`config.mk`:
```
export PLATFORM = sky130hd
export DESIGN_NAME = debounce_sync
export DESIGN_NICKNAME = d
export VERILOG_FILES = /design/src/rtl/debounce_pkg.sv /design/src/rtl/debounce_sync_chain.sv /design/src/rtl/debounce_sync.sv
export SDC_FILE = /design/constraint.sdc
export NUM_CORES = 1
export LEC_CHECK = 0
export ABC_AREA = 1
export CORE_AREA = 2 2 39 41
export DETAILED_ROUTE_END_ITERATION = 10
export DIE_AREA = 0 0 41 43
export GPL_TIMING_DRIVEN = 0
export PLACE_DENSITY = 0.63
export SLEW_MARGIN = 5
export SYNTH_ARGS = -nofsm -noshare
export SYNTH_HDL_FRONTEND = slang
export SYNTH_SLANG_ARGS = --single-unit
```
`constraint.sdc`:
```
create_clock -name clk -period 3.7 [get_ports clk]
set_input_delay 0.74 -clock clk [delete_from_list [all_inputs] [get_ports clk]]
set_output_delay 0.74 -clock clk [all_outputs]
set_load 0.05 [all_outputs]
```
`src/rtl/debounce_pkg.sv`:
```
// Shared types and parameter legality helper for the debounce_sync input
// conditioning block.
package debounce_pkg;

    typedef enum logic [1:0] {
        ST_LOW,
        CHK_HIGH,
        ST_HIGH,
        CHK_LOW
    } db_state_t;

    function automatic bit params_legal(input int sync_stages, input int debounce_cycles);
        return (sync_stages >= 2) && (debounce_cycles >= 1);
    endfunction

endpackage

```
`src/rtl/debounce_sync_chain.sv`:
```
// Multi-flop synchronizer bringing an asynchronous bit into the clk domain.
module sync_chain #(
    parameter int STAGES = 2
) (
    input  logic clk,
    input  logic reset,
    input  logic d,
    output logic q
);

    logic [STAGES-1:0] chain;

    always_ff @(posedge clk or posedge reset) begin
        if (reset)
            chain <= '0;
        else
            chain <= {chain[STAGES-2:0], d};
    end

    assign q = chain[STAGES-1];

endmodule

```
`src/rtl/debounce_sync.sv`:
```
// Synchronizes a bouncing external input and filters it with a counter-based
// debounce FSM, producing a clean level plus one-cycle rise/fall pulses.
module debounce_sync
    import debounce_pkg::*;
#(
    parameter int SYNC_STAGES     = 2,
    parameter int DEBOUNCE_CYCLES = 4
) (
    input  logic clk,
    input  logic reset,
    input  logic din,
    output logic dout,
    output logic rise,
    output logic fall,
    output logic busy
);

    localparam int CW = $clog2(DEBOUNCE_CYCLES + 1);

    if (!params_legal(SYNC_STAGES, DEBOUNCE_CYCLES)) begin : g_bad_params
        $error("debounce_sync: SYNC_STAGES must be >= 2 and DEBOUNCE_CYCLES >= 1");
    end

    logic          sync_q;
    db_state_t     state, state_nxt;
    logic [CW-1:0] cnt, cnt_nxt;
    logic          dout_nxt, rise_nxt, fall_nxt, busy_nxt;

    sync_chain #(.STAGES(SYNC_STAGES)) u_sync (
        .clk   (clk),
        .reset (reset),
        .d     (din),
        .q     (sync_q)
    );

    // Any disagreement during a check state aborts back to the stable state,
    // so a candidate edge must be seen DEBOUNCE_CYCLES edges in a row.
    always_comb begin
        state_nxt = state;
        cnt_nxt   = cnt;
        case (state)
            ST_LOW: begin
                if (sync_q) begin
                    cnt_nxt = CW'(1);
                    if (DEBOUNCE_CYCLES == 1) state_nxt = ST_HIGH;
                    else                      state_nxt = CHK_HIGH;
                end
            end
            CHK_HIGH: begin
                if (!sync_q) begin
                    state_nxt = ST_LOW;
                    cnt_nxt   = '0;
                end else if (int'(cnt) + 1 == DEBOUNCE_CYCLES) begin
                    state_nxt = ST_HIGH;
                    cnt_nxt   = '0;
                end else begin
                    cnt_nxt = cnt + CW'(1);
                end
            end
            ST_HIGH: begin
                if (!sync_q) begin
                    cnt_nxt = CW'(1);
                    if (DEBOUNCE_CYCLES == 1) state_nxt = ST_LOW;
                    else                      state_nxt = CHK_LOW;
                end
            end
            CHK_LOW: begin
                if (sync_q) begin
                    state_nxt = ST_HIGH;
                    cnt_nxt   = '0;
                end else if (int'(cnt) + 1 == DEBOUNCE_CYCLES) begin
                    state_nxt = ST_LOW;
                    cnt_nxt   = '0;
                end else begin
                    cnt_nxt = cnt + CW'(1);
                end
            end
            default: begin
                state_nxt = ST_LOW;
                cnt_nxt   = '0;
            end
        endcase
    end

    // Outputs are decoded from the next state so they can be registered
    // alongside it; an aborted check never produces a pulse.
    always_comb begin
        dout_nxt = (state_nxt == ST_HIGH) || (state_nxt == CHK_LOW);
        busy_nxt = (state_nxt == CHK_HIGH) || (state_nxt == CHK_LOW);
        rise_nxt = (state_nxt == ST_HIGH) && ((state == CHK_HIGH) || (state == ST_LOW));
        fall_nxt = (state_nxt == ST_LOW)  && ((state == CHK_LOW)  || (state == ST_HIGH));
    end

    always_ff @(posedge clk or posedge reset) begin
        if (reset) begin
            state <= ST_LOW;
            cnt   <= '0;
            dout  <= 1'b0;
            rise  <= 1'b0;
            fall  <= 1'b0;
            busy  <= 1'b0;
        end else begin
            state <= state_nxt;
            cnt   <= cnt_nxt;
            dout  <= dout_nxt;
            rise  <= rise_nxt;
            fall  <= fall_nxt;
            busy  <= busy_nxt;
        end
    end

endmodule

```
Word-level counts from Yosys, hierarchy flattened --
Index checks and enable logic that the tools add are counted.
Word-level totals: flip-flop bits (word level) 11, word-level logic and storage cells 40
Operators by class: $add $sub $neg 2, eq/ne operators 9, mux-type cells 13, reduce and logical (&&, ||, !) cells 9
Operator list (count):
- 3-bit 2-to-1 mux | 5
- 2-bit 2-to-1 mux | 6
- 3-bit case mux with 4 select lines | 1
- 2-bit equality test (second input constant) | 4
- 2-bit case mux with 4 select lines | 1
- 3-bit by 1-bit adder with 4-bit output (second input constant) | 1
- 2-bit by 1-bit equality test with 1-bit output (second input constant) | 2
- 4-bit by 3-bit equality test with 1-bit output (second input constant) | 1
- 2-bit zero test | 2
- 1-bit logical OR | 4
- 3-bit by 1-bit adder with 3-bit output (second input constant) | 1
- 1-bit logical AND | 2
- 2-bit by 1-bit != test with 1-bit output (second input constant) | 1
- 2-bit != test (second input constant) | 1
- 2-bit AND reduction | 1

Longest topological paths before layout --
Gate-level depths: netlist of the first run.
depth after elaboration 7, mapped depth 8, gate-level depth less buffers 8

Cells and area by module --
From an unflattened synthesis of the first run, not the netlist that was laid out.
Unflattened totals: cell total of the unflattened synthesis 46, area, all modules 454.2 sq um
By module, submodules not included:
- debounce_sync | times used 1, cells each 43, area an instance 400.4 sq um, sequential area each 200.2 sq um
- sync_chain | times used 1, cells each 3, area an instance 53.8 sq um, sequential area each 50.0 sq um

Worst setup path before layout of the first run --
Ideal clock, no wire load.
kind reg2out, from reg, netlist name state[0], to out busy, data arrival time 0.697 ns, path slack 2.263 ns, cell stages (with the launch flop) 1, buffers on the path 0, path through dfrtp_1
RTL lines:
- to (decl) | RTL line debounce_sync.sv:15 | output logic busy

==> impl_metrics.tcl, run 1 <==
set metrics [dict create \
    p_int_uw 216 \
    coreArea_um2 1380 \
    ant_nets 0 \
    cpMaxStageDelayCell "clkdlybuf4s50_1" \
    rr_worst_depth 7 \
    place_congestion 0.729 \
    wl_met2_um 276 \
    synth-seq-cells 10 \
    grt_pass1_wl_um 1040 \
    syn_nets 49 \
    grt_start_max_net_pins 11 \
    cts_hold_buf 0 \
    hold_depth 0 \
    netSwitchingPower_uw 139 \
    max_freq_mhz 431 \
    timing.final.crit_period_ps 2320 \
    p_leak_uw 0.000258 \
    vias_per_cell 4.32 \
    drt-wirelength-per-cell_um 8.64 \
    worstPathCellList "clkdlybuf4s50_1" \
    cts_setup_buffers 0 \
    tritoncts "yes" \
    insertion_delay_ps 260 \
    dr.pass1.iters 4 \
    clock-sinks 10 \
    synth_cell_types 15 \
    clk_pin_slew_ps 60 \
    vias 298 \
    first_iter_violations 12 \
    post-layout-total-power_uw 355 \
    dp_hpwl_um 445 \
    hold_viol 0 \
    finalSetupViolations 0 \
    critPathMaxFanout 6 \
    grt-ovfl-total 0 \
    worstPathArrival_ps 1580 \
    yosysSeqAreaShare 0.563 \
    globalRouteTotalUtil 0.0956 \
    rsz0062_at_grt "no" \
    layout-drive-gt1-share 0.189 \
    io_pins 7 \
    antenna_found_initial 0 \
    clock-root-buffer "clkbuf_4" \
    final_cell_mix "10 x dfrtp_1, 8 x nand2_1, 6 x inv_1, 6 x clkdlybuf4s50_1" \
    routedLengthMet1_um 271 \
    fin_crit_sh 0.627 \
    die_height_um 43 \
    status "finished, final reports clean" \
    drv_cap 0 \
    drc_errors 0 \
    clock_power_share 0.198 \
    hold_path.class "flip-flop to flip-flop" \
    syn_area_per_cell_um2 10.1 \
    fin_worst_skew_ps 2.83 \
    required_ps 2960 \
    io_buffer_count 6 \
    final_common_cell "dfrtp_1" \
    grt_pass1_vias 249 \
    drv_slew 0 \
    start_util 0.321 \
    p_seq_frac 0.452 \
    top_layer "met3" \
    htreeDepth 1 \
    syn_area_um2 444 \
    relSlewSlack 0.673 \
    met3_length_um 49 \
    cp-end-kind "output port" \
    n_antenna_cell 0 \
    drt_wl_total_um 596 \
    critPathMaxStageDelay_ps 850 \
    cp_num_buf_inv 1 \
    tightest_slew_ps 489 \
    crit_path_start_kind "flip-flop" \
    finalNetCount 60 \
    p_sw_frac 0.391 \
    yosys_warnings 0 \
    tns_ps 0 \
    crit_type "flip-flop to output port" \
    die_width_um 41 \
    synthCells 44 \
    ctsResizeCount 0 \
    rows 14 \
    cts_buffers 3 \
    ir_drop_v 0.000222 \
    die_area_um2 1760 \
    areaGrowthSynthToFinish_pct 23.1 \
    path_depth 1 \
    fillers 139 \
    comb_power_share 0.350 \
    clockBufferDepth 2 \
    powerDensity_nw_per_um2 650 \
    cp_top_family "buffers and inverters" \
]
[path summary, 6_finish.rpt]
check / endpoint / start / slack [ps]
hold reg to reg: u_sync.chain[1] / u_sync.chain[0] / 350
setup / recovery: busy / state[0] / 1380
setup reg to reg: state[1] / cnt[0] / 2430
max in group asynchronous: cnt[1] / reset / 2690
min in group asynchronous: state[0] / reset / 750
hold / removal: u_sync.chain[1] / u_sync.chain[0] / 350
[metal layers]
layer | vias up | GRT usage
met5 | - | 0
met4 | 0 | 0.0200
met3 | 0 | 0.0942
met2 | 9 | 0.128
met1 | 133 | 0.107
li1 | 156 | -
[power by group through the flow]
stage	logic, uW	registers (uW)	clock network [uW]
finish	124	161	70.3
global route	140	166	80.6
CTS	126	161	75.7
detailed placement	125	163	0
global placement	126	162	0
floorplan	66.8	188	0
[kinds of logic after synthesis]
kind of cell,Yosys count,share of synthesized area
simple gates,21,0.270
flops,10,0.563
buf+inv,7,0.0591
compound gates,4,0.0507
fa+ha+maj,2,0.0563
[cell type report]
type	instances	area (um^2)	area share
Sequential cell	10	250	0.458
Multi-Input combinational cell	27	168	0.307
Timing Repair Buffer	6	60.1	0.110
Inverter	7	26.3	0.0481
Clock buffer	3	22.5	0.0412
Tap cell	16	20.0	0.0366
[flip-flops by register name (all words and copies together), names as in the netlist]
name          cells
fall              1
dout              1
state             2
rise              1
u_sync.chain      2
cnt               3
[cells in the mapped netlist]
| master | instances | area share |
|---|---|---|
| dfrtp_1 | 10 | 0.56 |
| inv_2 | 1 | 0.0084 |
| nand2_4 | 1 | 0.025 |
| nor2_4 | 1 | 0.025 |
| ha_1 | 2 | 0.056 |
| o21ai_1 | 1 | 0.011 |
| nor3_1 | 1 | 0.011 |
| a21oi_1 | 2 | 0.023 |
| inv_1 | 6 | 0.051 |
| nand3_1 | 3 | 0.034 |
| nor2_1 | 3 | 0.025 |
| nand2_1 | 8 | 0.068 |
| nand2_2 | 3 | 0.042 |
| nand3_4 | 1 | 0.039 |
| o21bai_1 | 1 | 0.017 |
[metrics by stage]
stage	hold WS (ps)	instances	area (um^2)	worst slack, ps	util
after detailed placement	336	66	524	1650	0.379
final	347	69	547	1380	0.395
after floorplan	331	44	444	2260	-
after CTS	350	69	547	1360	0.395
after global placement	333	66	524	1660	0.379
after global routing	356	69	547	1330	0.395
(Power assumes the default switching activity.)
==> run 2: changes to the inputs <==
--- a/config.mk
+++ b/config.mk
@@ -10,7 +10,7 @@
 export DETAILED_ROUTE_END_ITERATION = 10
 export DIE_AREA = 0 0 41 43
 export GPL_TIMING_DRIVEN = 0
-export PLACE_DENSITY = 0.63
+export PLACE_DENSITY = 0.65
 export SLEW_MARGIN = 5
 export SYNTH_ARGS = -nofsm -noshare
 export SYNTH_HDL_FRONTEND = slang
==> constraint.sdc (replaced) <==
create_clock -name clk -period 2.1 [get_ports clk]
set_input_delay 0.42 -clock clk [delete_from_list [all_inputs] [get_ports clk]]
set_output_delay 0.42 -clock clk [all_outputs]
set_load 0.05 [all_outputs]
==> impl_metrics.tcl, run 2 (synthesized netlist as in run 1, its figures left out) <==
set metrics [dict create \
    cp-end-kind "output port" \
    cpMaxStageDelayCell "clkdlybuf4s50_1" \
    insertion_delay_ps 260 \
    dr.pass1.iters 1 \
    critPathMaxFanout 6 \
    cp_num_buf_inv 1 \
    finalNetCount 60 \
    grt_start_max_net_pins 11 \
    io_pins 7 \
    timing.final.crit_period_ps 2000 \
    worstPathArrival_ps 1580 \
    clockBufferDepth 2 \
    fillers 137 \
    drv_cap 0 \
    top_register "cnt" \
    pre_cts_ws_ps 377 \
    p_leak_uw 0.000258 \
    comb_power_share 0.353 \
    worstPathCellList "clkdlybuf4s50_1" \
    drv_slew 0 \
    layout-drive-gt1-share 0.189 \
    clk_pin_slew_ps 60 \
    vias_per_cell 4.26 \
    finalNonFillerCells 69 \
    tightest_slew_ps 488 \
    fin_crit_sh 0.951 \
    post-layout-total-power_uw 625 \
    ant_nets 0 \
    p_seq_frac 0.452 \
    dpl.cell_count 66 \
    seq_area_um2 250 \
    netSwitchingPower_uw 244 \
    dp_hpwl_um 459 \
    p_int_uw 381 \
    clock-sinks 10 \
    die_area_um2 1760 \
    start_util 0.321 \
    rsz0062_at_grt "no" \
    final_common_cell "dfrtp_1" \
    cts_buffers 3 \
    grt_pass1_wl_um 1170 \
    final_cell_mix "10 x dfrtp_1, 8 x nand2_1, 6 x inv_1, 6 x clkdlybuf4s50_1" \
    htreeDepth 1 \
    die_width_um 41 \
    status "finished, final reports clean" \
    place_congestion 0.715 \
    critPathMaxStageDelay_ps 850 \
    stdcell_area_um2 547 \
    cts_hold_buf 0 \
    drt-wirelength-per-cell_um 8.20 \
    finalSetupViolations 0 \
    drc_errors 0 \
    rows 14 \
    crit_type "flip-flop to output port" \
    required_ps 1680 \
    ir_drop_v 0.000701 \
    tns_ps 0 \
    crit_path_start_kind "flip-flop" \
    powerDensity_nw_per_um2 1140 \
    fin_worst_skew_ps 4.73 \
    cts_setup_buffers 0 \
    coreArea_um2 1380 \
    ctsResizeCount 0 \
    clock_power_share 0.196 \
    dpl_cell_area_um2 524 \
    die_height_um 43 \
    tritoncts "yes" \
    finalWorstSetupSlack_ps 103 \
    globalRouteTotalUtil 0.103 \
    clock-root-buffer "clkbuf_4" \
    grt_pass1_vias 294 \
    vias 294 \
    relSlewSlack 0.674 \
    largest_reg_flops 3 \
    multi_input_area_um2 168 \
    max_freq_mhz 501 \
    cp_top_family "buffers and inverters" \
    antenna_found_initial 0 \
    n_antenna_cell 0 \
    hold_viol 0 \
    drt_wl_total_um 566 \
    first_iter_violations 0 \
    io_buffer_count 6 \
    top_regs "cnt: 3 flops, state: 2 flops, u_sync.chain: 2 flops" \
    p_sw_frac 0.390 \
    hold_path.class "flip-flop to flip-flop" \
    grt-ovfl-total 0 \
    areaGrowthSynthToFinish_pct 23.1 \
]
-- run 2: cell counts in the layout (fill, tap and decap cells not counted) --
No cell type changed its count.
-- run 2: cell type report --
cell class	instances	area share
inverter	7	0.0481
sequential	10	0.458
clock buffer	3	0.0412
multi-input combinational	27	0.307
timing repair buffer	6	0.110
tap	16	0.0366
-- run 2: per-layer routing --
| metal | GRT usage | part of all wire | wire [um] | vias to the layer above |
|---|---|---|---|---|
| met4 | 0 | 0 | 0 | 0 |
| met2 | 0.138 | 0.45 | 254 | 10 |
| met5 | 0 | 0 | 0 | - |
| met3 | 0.0942 | 0.083 | 47 | 0 |
| met1 | 0.131 | 0.47 | 264 | 129 |
| li1 | - | - | - | 155 |
-- run 2: final timing paths --
| check | start | end | slack, ps | cells after the start |
|---|---|---|---|---|
| hold reg to reg | u_sync.chain[0] | u_sync.chain[1] | 350 | 0 |
| min in group asynchronous | reset | state[0] | 430 | 2 |
| setup reg to reg | cnt[0] | state[1] | 830 | 7 |
| max in group asynchronous | reset | state[1] | 1410 | 2 |
| hold / removal | u_sync.chain[0] | u_sync.chain[1] | 350 | 0 |
| setup / recovery | state[0] | busy | 100 | 1 |
-- run 2: through the flow --
stage | hold WS, ps | utilization
finish | 347 | 0.395
global route | 373 | 0.395
CTS | 348 | 0.395
detailed placement | 335 | 0.379
global placement | 333 | 0.379
floorplan | 260 | -
-- run 2: power by group through the flow --
stage	combinational (uW)	clock (uW)	sequential, uW
2_1_floorplan	118	0	331
3_3_place_gp	221	0	284
3_5_place_dp	223	0	287
4_1_cts	224	128	284
5_1_grt	251	136	294
6_report	220	122	282
==> run 3: changes to the inputs <==
--- a/config.mk
+++ b/config.mk
@@ -10,6 +10,7 @@
 export DETAILED_ROUTE_END_ITERATION = 10
 export DIE_AREA = 0 0 41 43
 export GPL_TIMING_DRIVEN = 0
+export HOLD_SLACK_MARGIN = 0.1
 export PLACE_DENSITY = 0.65
 export SLEW_MARGIN = 5
 export SYNTH_ARGS = -nofsm -noshare
==> results of run 3 <==
No change in the layout: final DEF, timing and power equal those of run 2.
